**config.mk**
```make
export PLATFORM = sky130hd
export DESIGN_NAME = tri_feeder
export DESIGN_NICKNAME = d
export VERILOG_FILES = /design/src/rtl/tri_feeder.sv
export SDC_FILE = /design/constraint.sdc
export NUM_CORES = 1
export LEC_CHECK = 0
export BUFFER_PORTS_ARGS = -buffer_cell sky130_fd_sc_hd__buf_4
export CAP_MARGIN = 5
export CORE_ASPECT_RATIO = 1.2
export CORE_MARGIN = 3
export CORE_UTILIZATION = 53
export DETAILED_ROUTE_END_ITERATION = 16
export PLACE_DENSITY = 0.74
export SETUP_SLACK_MARGIN = 0.2
export SLEW_MARGIN = 0
export SYNTH_ARGS = -nofsm -noshare
export SYNTH_HDL_FRONTEND = slang
export SYNTH_SLANG_ARGS = --single-unit
```
**constraint.sdc**
```tcl
create_clock -name clk -period 10.4 [get_ports clk]
set_input_delay 1.04 -clock clk [delete_from_list [all_inputs] [get_ports clk]]
set_output_delay 1.04 -clock clk [all_outputs]
set_load 0.01 [all_outputs]
```
**src/rtl/tri_feeder.sv**
```systemverilog
// Buffered triangle transmitter feeding the rasterizer input with halt back-pressure.
// Optional statistics counters are enabled by defining TRI_FEEDER_STATS_EN.
module tri_feeder #(
  parameter int SIGFIG = 24,
  parameter int VERTS  = 3,
  parameter int AXIS   = 3,
  parameter int COLORS = 3,
  parameter int DEPTH  = 4
) (
  input  logic                                       clk,
  input  logic                                       rst,
  input  logic [VERTS-1:0][AXIS-1:0][SIGFIG-1:0]     in_tri_S,
  input  logic [COLORS-1:0][SIGFIG-1:0]              in_color_U,
  input  logic                                       in_valid_H,
  output logic                                       in_ready_H,
  input  logic                                       halt_RnnnnL,
  output logic [VERTS-1:0][AXIS-1:0][SIGFIG-1:0]     tri_R10S,
  output logic [COLORS-1:0][SIGFIG-1:0]              color_R10U,
  output logic                                       validTri_R10H,
  output logic                                       idle_H,
  output logic [31:0]                                triCount_U,
  output logic [31:0]                                stallCount_U
);

  localparam int PTR_W = $clog2(DEPTH);
  localparam int TRI_W = VERTS * AXIS * SIGFIG;
  localparam int COL_W = COLORS * SIGFIG;
  localparam int ENT_W = TRI_W + COL_W;
  localparam logic [PTR_W:0] FULL_CNT = (PTR_W+1)'(DEPTH);

  logic [ENT_W-1:0] mem [DEPTH];
  logic [PTR_W-1:0] wr_ptr;
  logic [PTR_W-1:0] rd_ptr;
  logic [PTR_W:0]   count;

  logic accept;
  logic transfer;
  logic slot_free;
  logic fifo_empty;
  logic pop;
  logic bypass;
  logic push;
  logic [ENT_W-1:0] head;

  // Ready depends only on registered occupancy, never on halt.
  assign in_ready_H = (count < FULL_CNT);
  assign fifo_empty = (count == '0);
  assign idle_H     = fifo_empty && !validTri_R10H;

  assign accept    = in_valid_H && in_ready_H;
  assign transfer  = validTri_R10H && halt_RnnnnL;
  assign slot_free = !validTri_R10H || transfer;
  assign pop       = slot_free && !fifo_empty;
  assign bypass    = slot_free && fifo_empty && accept;
  assign push      = accept && !bypass;
  assign head      = mem[rd_ptr];

  // Storage carries no reset; pointers and count define what is valid.
  always_ff @(posedge clk) begin
    if (push) begin
      mem[wr_ptr] <= {in_tri_S, in_color_U};
    end
  end

  always_ff @(posedge clk or negedge rst) begin
    if (!rst) begin
      wr_ptr <= '0;
      rd_ptr <= '0;
      count  <= '0;
    end else begin
      if (push) begin
        wr_ptr <= wr_ptr + 1'b1;
      end
      if (pop) begin
        rd_ptr <= rd_ptr + 1'b1;
      end
      case ({push, pop})
        2'b10:   count <= count + 1'b1;
        2'b01:   count <= count - 1'b1;
        default: count <= count;
      endcase
    end
  end

  // Output register: FIFO head has priority, then bypass; a stalled entry just holds.
  always_ff @(posedge clk or negedge rst) begin
    if (!rst) begin
      tri_R10S      <= '0;
      color_R10U    <= '0;
      validTri_R10H <= 1'b0;
    end else if (pop) begin
      tri_R10S      <= head[ENT_W-1:COL_W];
      color_R10U    <= head[COL_W-1:0];
      validTri_R10H <= 1'b1;
    end else if (bypass) begin
      tri_R10S      <= in_tri_S;
      color_R10U    <= in_color_U;
      validTri_R10H <= 1'b1;
    end else if (transfer) begin
      validTri_R10H <= 1'b0;
    end
  end

`ifdef TRI_FEEDER_STATS_EN
  always_ff @(posedge clk or negedge rst) begin
    if (!rst) begin
      triCount_U   <= '0;
      stallCount_U <= '0;
    end else begin
      if (transfer) begin
        triCount_U <= triCount_U + 32'd1;
      end
      if (validTri_R10H && !halt_RnnnnL) begin
        stallCount_U <= stallCount_U + 32'd1;
      end
    end
  end
`else
  assign triCount_U   = 32'd0;
  assign stallCount_U = 32'd0;
`endif

endmodule

```
# Word level (Yosys, flattened, before mapping)

Memory sizes are Yosys's and may differ from the RTL's.
Cells that the tools add are included.
W data, S select, Z words.

$lt $le $gt $ge: 1
Multiplexer cells: 10
Eq/ne operators: 2
Reduce and logical (&&, ||, !) cells: 15
Add/sub/neg operators: 4

Operator list:

| cell                  | number |
|---|---|
| $mux W216             | 2 |
| $mux W72              | 2 |
| $logic_and A1 B1 Y1   | 7 |
| $pmux W3 S2           | 1 |
| $mux W1               | 5 |
| $add A2 B1 Y2 const B | 2 |
| $reduce_bool A2 Y1    | 2 |
| $add A3 B1 Y3 const B | 1 |
| $logic_not A1 Y1      | 3 |
| $logic_not A3 Y1      | 1 |
| $lt A3 B3 Y1 const B  | 1 |
| $reduce_bool A3 Y1    | 1 |
| $sub A3 B1 Y3 const B | 1 |
| $eq A2 B1 Y1 const B  | 1 |
| $eq A2 B2 Y1 const B  | 1 |
| $logic_or A1 B1 Y1    | 1 |

Memories: 1
Register bits: 296
RAM bits: 1152
Input port bits: 292

Memory list:

| memory | words | bits a word | read ports | clocked after Yosys merged registers in | write ports | line | RTL |
|---|---|---|---|---|---|---|---|
| mem    | 4     | 288         | 1          | 0                                       | 1           | 31   | `logic [ENT_W-1:0] mem [DEPTH];` |

# Depth between registers and ports, before layout

Depth in word-level cells: 8
Gate-level depth with buffers: 11
Gate-level depth less buffers: 9

# Worst setup path before layout

OpenSTA, ideal clock, no wires.

Kind: input -> register
Start point: input port halt_RnnnnL
End point: memory mem[0][0] (netlist name), enable pin
Slack: 1.443 ns
Library setup time: 0.686 ns
Arrival: 8.271 ns
Cell stages on the path: 3
Buffers on the path: 0
Path through: nand2b_1 -> a311oi_2 -> and2_1

Longest elaborated chain between the ends: 8

RTL lines:

| item                             | line | RTL |
|---|---|---|
| from (decl)                      | 16   | `input logic halt_RnnnnL,` |
| $logic_and A1 B1 Y1              | 51   | `assign transfer = validTri_R10H && halt_RnnnnL;` |
| $logic_or A1 B1 Y1               | 52   | `assign slot_free = !validTri_R10H \|\| transfer;` |
| $logic_and A1 B1 Y1 (2 in a row) | 54   | `assign bypass = slot_free && fifo_empty && accept;` |
| $logic_not A1 Y1                 | 55   | `assign push = accept && !bypass;` |
| $logic_and A1 B1 Y1              | 55   |  |
| $mux W1                          | 60   | `if (push) begin` |
| $mux W1 (implied by the code)    | 61   | `mem[wr_ptr] <= {in_tri_S, in_color_U};` |
| to (decl)                        | 31   |  |

No other way between the ends.

# Worst setup path in the final report

Start point: input port halt_RnnnnL
End point: memory mem[2][286] (netlist name), enable pin

Same word-level chain as after synthesis.

==> summary.txt <==
====================================================================================
Maximum number of buffers from clock root to sink .....................            3
Hold bufs inserted after CTS ..........................................            0
Number of standard-cell rows in the floorplan .........................          129
Endpoint kind of the worst setup timing path ..........................         flop
Count of distinct cell types in the synthesized netlist ...............           29
Per-instance average area after synthesis .............................    21.2 um^2
Antenna violations before repair ......................................           25
DRC violation count after routing .....................................            0
GRT Overall Usage .....................................................        0.242
Top cells by area, synth .............................................. sky130_fd_sc_hd__edfxtp_1 (63%), sky130_fd_sc_hd__dfrtp_1 (13%), sky130_fd_sc_hd__mux4_2 (12%), sky130_fd_sc_hd__o221a_2 (5.9%), sky130_fd_sc_hd__or3_1 (3.1%)
Worst-skew pair later-pin latency .....................................      0.76 ns
Fmax achieved .........................................................      237 MHz
Final hold vios .......................................................            0
Maximum cell stage delay along the critical path ......................      0.87 ns
PwrDens ...............................................................  285 nW/um^2
Clock tree root driver cell ........................................... sky130_fd_sc_hd__clkbuf_16
Total negative setup slack ............................................         0 ns
Clock buffers created by TritonCTS ....................................          141
Most area-hungry cell type in the Yosys netlist ....................... sky130_fd_sc_hd__edfxtp_1
Grt ovf ...............................................................            0
Warnings, synthesis ...................................................            0
R2r endpoint .......................................................... tri_R10S[200]
TritonCTS sink count ..................................................         1448
Lkg Pwr ...............................................................      22.6 nW
Minimum setup slack among reg-to-reg paths ............................      6.20 ns
Max-cap viol count ....................................................            0
Weighted congestion at the end of routability-driven global placement .        0.797
Crit path max fanout ..................................................           62
Result of the run .....................................................    completed
Fraction of final layout cells with drive strength greater than 1 .....        0.428
Number of port buffers ................................................          582
Slew at the pin closest to its max-slew limit .........................      1.22 ns
Setup skew after layout ...............................................    0.0327 ns
Wire per inst .........................................................      27.7 um
Startpoint of the lowest-slack register-to-register path ..............    rd_ptr[0]
Largest vdd supply drop ...............................................   0.000242 V
Sequential-to-total area share from yosys stat ........................        0.761
Most frequent cell on the critical path ............................... sky130_fd_sc_hd__buf_4
Worst endpoint required time ..........................................     10.76 ns
Wire length of the first global-routing pass ..........................    198000 um
Total number of vias ..................................................        29116
Detailed Routing Iterations Pass 1 ....................................            7
Fin. max-slew vios ....................................................            0
Share of the cycle needed by the critical path after routing ..........        0.405
Die Width .............................................................       301 um
Endpoint arrival time on the critical path ............................      4.57 ns
Antenna Violating Nets Remaining ......................................            0
Clock tree from TritonCTS .............................................         done
Hold crit path type ................................................... input pin to asynchronous set/reset pin
Initial cell density of the core ......................................        0.535
Cell-by-cell trace of the critical path ............................... buf_4 > nand2b_1 > a311oi_2 > and2_4 > buf_4 > buf_4
CTS H-tree depth ......................................................            4
Max-slew headroom .....................................................        0.188
I/O Pins ..............................................................          647
Slowest-stage cell, CP ................................................ sky130_fd_sc_hd__and2_4
Overall routed net length .............................................    130000 um
Type of the setup path with the least slack ........................... input pin to flop
Placeable core area ...................................................  103000 um^2
Cell Count, Final, Fillers Out ........................................         4681
Synthesis-to-finish area growth .......................................        18.2%
Count of final setup violators ........................................            0
Mean number of vias per cell ..........................................         6.22
Die footprint .........................................................  108000 um^2
Cell area after technology mapping ....................................   55200 um^2
Cells after synthesis .................................................         2607
Vert. Die Dim .........................................................       359 um
Via count of the first global-routing pass ............................        30661
DPL Wire Length .......................................................     71900 um
Number of resized instances in the post-cts repair step ...............            0
Buffers inserted during post-CTS setup optimization ...................            0
Clock-pin slew on the worst setup and hold paths ......................      0.06 ns
Starting DRC count in detailed routing ................................         2433
Number of cell instances on the worst register-to-register path .......            5
Time the final worst path needs with I/O delays and setup .............      4.21 ns
Final-stage net count .................................................         3471
RSZ-0062 raised after global routing ..................................           no
Area fraction of the dominant cell type after synthesis ...............        0.627
Largest net degree at the start of global routing .....................          165
Sort of element at the start of the critical path .....................    input pin
Placed Cells ..........................................................         4405
Yosys reg bits ........................................................         1448
====================================================================================
metrics by stage:
step	hold WS, ns	setup slack (ns)	utilization	power [mW]	cell area, um^2
after global placement	0.543	5.41	0.588	13.5	60600
after global routing	0.303	5.73	0.632	19.4	65200
after CTS	0.275	6.03	0.632	18.8	65200
after detailed placement	0.549	5.44	0.588	13.7	60600
after floorplan	0.499	1.44	-	11.7	55400
final	0.289	6.19	0.632	18.6	65200
cells in the mapped netlist, drive strengths merged:
| master | instances |
|---|---|
| or3 | 274 |
| xor2 | 1 |
| or4 | 15 |
| mux4 | 288 |
| a21oi | 1 |
| o221a | 288 |
| a311oi | 1 |
| fa | 1 |
| buf | 134 |
| edfxtp | 1152 |
| nor2b | 1 |
| nand2b | 1 |
| mux2 | 1 |
| mux2i | 1 |
| nor2 | 2 |
| clkbuf | 121 |
| and2 | 4 |
| inv | 9 |
| nand3 | 3 |
| conb | 1 |
| ha | 5 |
| xnor2 | 5 |
| nand2 | 1 |
| nor3 | 1 |
| dfrtp | 296 |
placed cells by master, fill, tap and decap left out, types with 2 or more instances in the layout:
cell type                    instances
sky130_fd_sc_hd__dfrtp_1           294
sky130_fd_sc_hd__clkbuf_1           37
sky130_fd_sc_hd__ha_1                5
sky130_fd_sc_hd__bufinv_16           9
sky130_fd_sc_hd__dfrtp_4             2
sky130_fd_sc_hd__clkinv_2           16
sky130_fd_sc_hd__or3_1             274
sky130_fd_sc_hd__edfxtp_1         1152
sky130_fd_sc_hd__conb_1             64
sky130_fd_sc_hd__and2_4              4
sky130_fd_sc_hd__o221a_2           288
sky130_fd_sc_hd__clkinv_1           17
sky130_fd_sc_hd__clkbuf_8           18
sky130_fd_sc_hd__clkinv_8            2
sky130_fd_sc_hd__or4_1              15
sky130_fd_sc_hd__inv_1               8
sky130_fd_sc_hd__mux4_2            288
sky130_fd_sc_hd__xnor2_1             5
sky130_fd_sc_hd__nor2_1              2
sky130_fd_sc_hd__clkinvlp_4          4
sky130_fd_sc_hd__clkinv_4            4
sky130_fd_sc_hd__clkbuf_16         145
sky130_fd_sc_hd__buf_4             604
sky130_fd_sc_hd__inv_6               5
sky130_fd_sc_hd__diode_2            19
sky130_fd_sc_hd__buf_12             10
sky130_fd_sc_hd__nand3_1             2
logic make-up after synthesis:
| kind of cell | after synthesis | synth area share |
|---|---|---|
| fa+ha+maj | 6 | 0.00150 |
| other cells | 1 | 0.0000680 |
| simple gates | 302 | 0.0345 |
| flops | 1448 | 0.761 |
| buf+inv | 264 | 0.0244 |
| xor+xnor | 6 | 0.000953 |
| mux | 290 | 0.118 |
| compound gates | 290 | 0.0592 |
sequential cells by signal (all words and copies together) (netlist names):
signal         count
validTri_R10H      1
wr_ptr             2
color_R10U        72
tri_R10S         216
rd_ptr             2
mem             1152
count              3
worst max-delay path, delay by kind of cell:
kind	cells	cell delay, ns
AO/OA/AOI/OAI	1	0.59
AND/OR/NAND/NOR	2	1.12
buffers and inverters	3	1.66
worst max path at each step:
stage                startpoint             to  slack [ns]  cells past startpoint
CTS                   rd_ptr[0]  tri_R10S[200]        6.03                      5
detailed placement  halt_RnnnnL     mem[2][18]        5.44                      6
finish              halt_RnnnnL    mem[2][286]        6.19                      6
floorplan           halt_RnnnnL      mem[0][0]        1.44                      3
global route          rd_ptr[0]  tri_R10S[200]        5.73                      5
global placement    halt_RnnnnL     mem[2][18]        5.41                      6
area by class of cell:
type,instances,area (um^2)
Timing Repair Buffer,615,4750
Sequential cell,1448,42000
Clock inverter,57,556
Inverter,9,33.8
Fill cell,6945,37900
Clock buffer,200,4020
Tap cell,1375,1720
Multi-Input combinational cell,958,12100
Antenna cell,19,47.5
metal layers:
metal / up-vias / GRT usage / share of wire
li1: 12065 / - / -
met2: 1390 / 0.379 / 0.49
met3: 219 / 0.0713 / 0.099
met5: - / 0 / 0.00077
met4: 12 / 0.0879 / 0.032
met1: 15430 / 0.326 / 0.38
power by group:
group	internal [mW]	total (mW)	switching, mW
Combinational	2.81	5.38	2.57
Sequential	7.53	8.18	0.654
Clock	2.92	5.03	2.11
Total	13.3	18.6	5.33
(Power assumes the default switching activity.)
